$ cat src/rtl/instr_mem_sync.sv
// Synchronous instruction memory with 1-cycle registered fetch, stall/flush and a
// run-time program-load port. After reset a hardware sweep fills the array with NOP_WORD.
module instr_mem_sync #(
  parameter int unsigned       DATA_W   = 16,
  parameter int unsigned       ADDR_W   = 8,
  parameter int unsigned       DEPTH    = 32,
  parameter logic [DATA_W-1:0] NOP_WORD = 16'h1000
) (
  input  logic              CLK,
  input  logic              RESET_N,
  input  logic [ADDR_W-1:0] ADDR,
  input  logic              FETCH_EN,
  input  logic              STALL,
  input  logic              FLUSH,
  input  logic              PROG_MODE,
  input  logic              PROG_WE,
  input  logic [ADDR_W-1:0] PROG_ADDR,
  input  logic [DATA_W-1:0] PROG_DATA,
  output logic [DATA_W-1:0] INSTRUCTION,
  output logic              INST_VALID,
  output logic              MEM_READY,
  output logic              PROG_ERR
);

  localparam int unsigned      IDX_W    = (DEPTH > 1) ? $clog2(DEPTH) : 1;
  localparam logic [ADDR_W:0]  DEPTH_L  = (ADDR_W + 1)'(DEPTH);
  localparam logic [IDX_W-1:0] LAST_IDX = IDX_W'(DEPTH - 1);

  typedef enum logic [1:0] {StClear, StReady, StLoad} state_e;

  state_e             state_q, state_d;
  logic [IDX_W-1:0]   clr_cnt_q, clr_cnt_d;
  logic [DATA_W-1:0]  inst_q, inst_d;
  logic               valid_q, valid_d;
  logic               err_q, err_d;

  logic [DATA_W-1:0]  mem [DEPTH];
  logic               mem_we;
  logic [IDX_W-1:0]   mem_widx;
  logic [DATA_W-1:0]  mem_wdata;

  logic               fetch_in_range;
  logic               prog_in_range;
  logic [DATA_W-1:0]  rd_word;

  // Full-width unsigned compare, so out-of-range addresses never alias into the array.
  assign fetch_in_range = ({1'b0, ADDR} < DEPTH_L);
  assign prog_in_range  = ({1'b0, PROG_ADDR} < DEPTH_L);
  assign rd_word        = fetch_in_range ? mem[ADDR[IDX_W-1:0]] : NOP_WORD;

  always_comb begin
    state_d   = state_q;
    clr_cnt_d = clr_cnt_q;
    inst_d    = inst_q;
    valid_d   = valid_q;
    err_d     = 1'b0;
    mem_we    = 1'b0;
    mem_widx  = PROG_ADDR[IDX_W-1:0];
    mem_wdata = PROG_DATA;
    unique case (state_q)
      StClear: begin
        mem_we    = 1'b1;
        mem_widx  = clr_cnt_q;
        mem_wdata = NOP_WORD;
        clr_cnt_d = clr_cnt_q + IDX_W'(1);
        inst_d    = NOP_WORD;
        valid_d   = 1'b0;
        if (clr_cnt_q == LAST_IDX) state_d = StReady;
      end
      StReady: begin
        if (FLUSH) begin
          inst_d  = NOP_WORD;
          valid_d = 1'b0;
        end else if (STALL) begin
          // hold INSTRUCTION and INST_VALID
        end else if (FETCH_EN) begin
          inst_d  = rd_word;
          valid_d = 1'b1;
        end else begin
          valid_d = 1'b0;
        end
        if (PROG_MODE) state_d = StLoad;
      end
      StLoad: begin
        inst_d  = NOP_WORD;
        valid_d = 1'b0;
        if (PROG_WE) begin
          if (prog_in_range) mem_we = 1'b1;
          else               err_d  = 1'b1;
        end
        if (!PROG_MODE) state_d = StReady;
      end
      default: state_d = StClear;
    endcase
  end

  always_ff @(posedge CLK or negedge RESET_N) begin
    if (!RESET_N) begin
      state_q   <= StClear;
      clr_cnt_q <= '0;
      inst_q    <= NOP_WORD;
      valid_q   <= 1'b0;
      err_q     <= 1'b0;
    end else begin
      state_q   <= state_d;
      clr_cnt_q <= clr_cnt_d;
      inst_q    <= inst_d;
      valid_q   <= valid_d;
      err_q     <= err_d;
    end
  end

  // Array is deliberately not reset; the CLEAR sweep initialises it.
  always_ff @(posedge CLK) begin
    if (mem_we) mem[mem_widx] <= mem_wdata;
  end

  assign INSTRUCTION = inst_q;
  assign INST_VALID  = valid_q;
  assign MEM_READY   = (state_q == StReady);
  assign PROG_ERR    = err_q;

endmodule

$ cat config.mk
export PLATFORM = sky130hd
export DESIGN_NAME = instr_mem_sync
export DESIGN_NICKNAME = d
export VERILOG_FILES = /design/src/rtl/instr_mem_sync.sv
export SDC_FILE = /design/constraint.sdc
export NUM_CORES = 1
export LEC_CHECK = 0
export ABC_CLOCK_PERIOD_IN_PS = 3500
export CORE_AREA = 2 2 186 188
export CTS_BUF_LIST = sky130_fd_sc_hd__clkbuf_8
export CTS_CLUSTER_SIZE = 14
export DETAILED_ROUTE_END_ITERATION = 16
export DIE_AREA = 0 0 188 190
export GPL_ROUTABILITY_DRIVEN = 0
export GPL_TIMING_DRIVEN = 0
export MAX_ROUTING_LAYER = met4
export PLACE_DENSITY = 0.82
export REMOVE_ABC_BUFFERS = 1
export SKIP_LAST_GASP = 1
export SLEW_MARGIN = 20
export SYNTH_ARGS = -nofsm -noshare
export SYNTH_HDL_FRONTEND = slang
export SYNTH_SLANG_ARGS = --single-unit
$ cat constraint.sdc
create_clock -name CLK -period 3.5 [get_ports CLK]
set_input_delay 0.875 -clock CLK [delete_from_list [all_inputs] [get_ports CLK]]
set_output_delay 0.875 -clock CLK [all_outputs]
set_load 0.02 [all_outputs]
# == After elaboration in Yosys (flattened, before gate mapping) ==
# Memory sizes are Yosys's and may differ from the RTL's.
# Cells that the tools add are included.
# classes
add_sub_neg,1
multipliers,0
div,0
order_cmp,2
n_eq_ne,8
n_shift,0
mux,23
bitwise,0
n_reduce_logical,6
# ops
operator,n
$mux W16,5
$pmux W16 S2,1
$lt A8 B6 Y1 const B,2
$mux W1,10
$mux W2,3
$ne A2 B2 Y1 const B,3
$ne A3 B3 Y1 const B,2
$pmux W2 S3,1
$reduce_and A3 Y1,2
$add A5 B1 Y5 const B,1
$eq A5 B5 Y1 const B,1
$mux W5,1
$pmux W1 S2,2
$eq A2 B1 Y1 const B,1
$eq A2 B2 Y1 const B,1
$logic_not A2 Y1,1
$reduce_and A2 Y1,1
$reduce_bool A2 Y1,1
$reduce_or A2 Y1,1
# totals
reg_bits,25
latchBits,0
ramBits,512
rom_bits,0
out_inout_bits,19
word_cells,46
n_memories,1
# memory_table
memory,depth,width,read_ports,rd_clocked_by_memory_dff,wr,line,rtl
mem,32,16,1,0,1,37,logic [DATA_W-1:0] mem [DEPTH];

# == Depth between registers and ports, before layout ==
# Gate-level depths: netlist (run 1).
# logic_depth
ltp_word,6
depth_mapped,9
depth_no_buf,5

# == Least setup slack after synthesis (run 1) ==
# OpenSTA, ideal clock, no wires.
# synth_path
kind,input -> register
startpoint,in PROG_ADDR[7]
endpoint,"mem mem[10][0], enable pin"
setup_ns,0.388
arrival_time_ns,2.282
setup_slack_ns,0.830
cell_stages,5
n_path_buf,0
path_cell_list,nor3_1 -> a21oi_1 -> nor2_1 -> o21ai_1 -> nor2_1
# synth_between
elab_chain_len,6
# synth_rtl
item,line,rtl
"start, declared",17,"input logic [ADDR_W-1:0] PROG_ADDR,"
$lt A8 B6 Y1,48,"assign prog_in_range = ({1'b0, PROG_ADDR} < DEPTH_L);"
$mux W1,88,if (prog_in_range) mem_we = 1'b1;
$mux W1,87,if (PROG_WE) begin
$pmux W1 S2,60,unique case (state_q)
$mux W1,115,if (mem_we) mem[mem_widx] <= mem_wdata;
$mux W1 (implied by the code),115,
"end, declared",37,
# Every way passes these cells.

# == Final worst setup path (run 1) ==
# layout_path
startpoint,reg state_q[0]
endpoint,"mem mem[17][12], enable pin"
# layout_between
elab_chain_len,4
word_cells_on_any_way,6
# layout_rtl
item,line,rtl
"start, declared",31,"state_e state_q, state_d;"
"start signal, assigned",99,state_q <= StClear;
"start signal, assigned",105,state_q <= state_d;
$eq A2 B2 Y1 / $logic_not A2 Y1 (equally long branches),60,
$pmux W1 S2,60,
$mux W1,115,
$mux W1 (implied by the code),115,
# Parallel ways exist; a longest one is shown, timed or not.

==> results.md, run 1 <==
* Area leader, netlist: edfxtp_1
* Final hold violations at 0
* Initial antenna violation count at 0
* Post-CTS setup buffers at 0
* CP Data Required Time at 3.86 ns
* Row cnt at 68
* Wire per inst at 27.3 µm
* Primary FF master, synth: edfxtp_1
* Register Area at 16000 µm²
* Clock sinks at 537
* Initial Util at 0.627
* Total die area at 35700 µm²
* Resized Gates After CTS at 0
* # setup viols final at 0
* Yosys reg bits at 537
* Worst-path clk slew at 0.07 ns
* Initial DRC count at 1407
* Worst vdd ir at 0.403 mV
* Die W at 188 µm
* Fraction of layout cells with a size suffix above 1 at 0.229
* Nets@finish at 1280
* FILL cells at 1946
* Post-synth EDFFs at 512
* Synth cell types at 53
* Final cell count without fillers at 1752
* RSZ-0062 raised after global routing: no
* Tightest Pin Transition at 1.25 ns
* Outcome: complete, no violations
* Max clock buf depth at 3
* Async set-or-reset flop fraction in the synthesized netlist at 0.0466
* Worst rel slew slack at 0.163
* Count leader, synth: edfxtp_1
* Final period util at 0.939
* Commonest cells post-synth: edfxtp_1 (512), mux2i_1 (110), mux4_2 (62)
* Critical path arrival at 3.65 ns
* Final TNS setup at 0 ns
* Placed Instances at 1612
* Vias in the first global route at 11500
* IO Pins at 58
* Final Slew Violations at 0
* Synth Instances at 1127
* Buffers on Ports at 57
* Critical Path Sink Type: register
* Total power at 15.8 mW
* Worst Setup Path Type: reg -> reg
* Skew final at 0.0362 ns
* CTS root buf: clkbuf_8
* Drt total wl at 47900 µm
* Syn Area/Cell at 18.9 µm²
* Area of the core at 33900 µm²
* DP Wirelength at 29500 µm
* Worst min path class: in -> async
* Drt drc at 0
* Diode count at 0
* Synthesized area at 21300 µm²
* Synth top area share at 0.723
* Grt total ovfl at 0
* Die extent in y at 190 µm
* Vias at 11500
* Num CTS Buffers at 80
* Multi-input logic area at 5070 µm²
* Area contributors post-synth: edfxtp_1 (72%), mux4_2 (6.6%), mux2i_1 (5.2%), dfrtp_1 (2.8%), mux2_2 (2.0%)
* PwrDens at 653 nW/µm²
* Final min period at 3.29 ns
* H-Tree Depth at 3
* Routed Antenna Nets at 0
* Fmax at 0.304 GHz
* Overall Global Routing Usage at 0.285
* Wire length of the first global-routing pass at 71600 µm
* R2R setup slack at 0.21 ns
* MaxCap Viol Count at 0
* Drt via density at 6.55
* Drt first pass iters at 6
* Hold-fix buffers, CTS at 0
* Largest net degree at the start of global routing at 82
* Static leakage power at 8.21 nW
* Layout area overhead at 13.9%
* Yosys warning count at 0
* Seq/Total Area, Yosys at 0.752
* Worst-path fanout max at 27
* Worst setup SP type: register
* CTS tree: built
* Worst-Skew Late Latency at 0.63 ns
* Hold_ws at 0.273 ns
## cell type report
class,count,area share
flip-flops and latches,537,0.660
clock buffers,86,0.0488
well taps,455,0.0235
clock inverters,54,0.0102
multi-input cells,522,0.209
repair buffers,95,0.0477
inverters,3,0.000465
## per-stage QoR
stage          instance area (µm²)  setup WS [ns]  utilization
2_1_floorplan                20900          0.217            -
3_3_place_gp                 22000          -7.98        0.648
3_5_place_dp                 22800         -0.252        0.672
4_1_cts                      24200          0.267        0.714
5_1_grt                      24200          0.187        0.714
6_report                     24200          0.213        0.714
## cells in the final DEF (no fill, tap or decap), types with 3 or more instances in the layout
master / count
a211oi_1: 14
a21oi_1: 14
a22oi_1: 31
a311oi_1: 13
a31oi_1: 13
and2_1: 3
buf_12: 3
buf_16: 4
buf_6: 13
buf_8: 20
clkbuf_8: 86
clkdlybuf4s50_1: 52
clkinv_1: 15
clkinv_2: 6
clkinvlp_4: 3
dfrtp_1: 24
edfxtp_1: 512
inv_1: 32
mux2_2: 38
mux2i_1: 110
mux4_1: 3
mux4_2: 62
nand2_1: 50
nand2b_1: 6
nand3_1: 3
nand3b_1: 3
nor2_1: 17
nor2_2: 34
nor2b_1: 15
nor2b_2: 3
nor2b_4: 15
nor3b_1: 4
o21ai_0: 7
o21ai_1: 3
o21bai_1: 3
o221ai_1: 3
o22ai_1: 16
o41ai_1: 12
## worst max-delay path: stages (launching register included)
cell	delay (ns)
dfrtp_1	0.52
nor2_4	0.58
buf_12	0.28
nor3b_1	0.07
o21ai_1	0.95
nor2_2	0.36
buf_6	0.27
## cell families after synthesis
logic type               count (synthesis)  synth area share
multiplexers                           213             0.141
AO/OA/AOI/OAI                          140            0.0477
adder cells (fa/ha/maj)                  2           0.00118
XOR/XNOR                                 3           0.00124
buffers and inverters                   68            0.0194
flip-flops                             537             0.752
AND/OR/NAND/NOR                        164            0.0369
## state kept, by name (all words and copies together) (netlist names)
signal	count
clr_cnt_q	5
INSTRUCTION	16
INST_VALID	1
state_q	2
mem	512
PROG_ERR	1
## report_power, final
group	switching (mW)	internal [mW]	total, mW	leakage (nW)
registers	0.220	8.32	8.54	5.04
clock network	2.29	2.33	4.62	0.834
logic	1.89	0.789	2.68	2.33
## worst paths after layout
path	startpoint	endpoint	cells past startpoint
setup / recovery	state_q[0]	mem[17][12]	6
hold / removal	RESET_N	clr_cnt_q[4]	1
setup reg to reg	state_q[0]	mem[17][12]	6
hold reg to reg	INSTRUCTION[1]	INSTRUCTION[1]	2
max in group asynchronous	RESET_N	state_q[1]	1
min in group CLK	INSTRUCTION[1]	INSTRUCTION[1]	2
## per-layer routing
metal  part of all wire  wire (µm)  GRT usage
met5                  0          0          -
met4              0.039       1880      0.117
met3               0.10       4850     0.0489
met2               0.47      22700      0.430
met1               0.39      18500      0.393
(Power assumes the default switching activity.)
==> run 2: changes to the inputs <==
--- a/config.mk
+++ b/config.mk
@@ -13,6 +13,7 @@
 export DIE_AREA = 0 0 188 190
 export GPL_ROUTABILITY_DRIVEN = 0
 export GPL_TIMING_DRIVEN = 0
+export HOLD_SLACK_MARGIN = 0.08
 export MAX_ROUTING_LAYER = met4
 export PLACE_DENSITY = 0.82
 export REMOVE_ABC_BUFFERS = 1
==> results of run 2 <==
No change in the layout: final DEF, timing and power equal those of run 1.
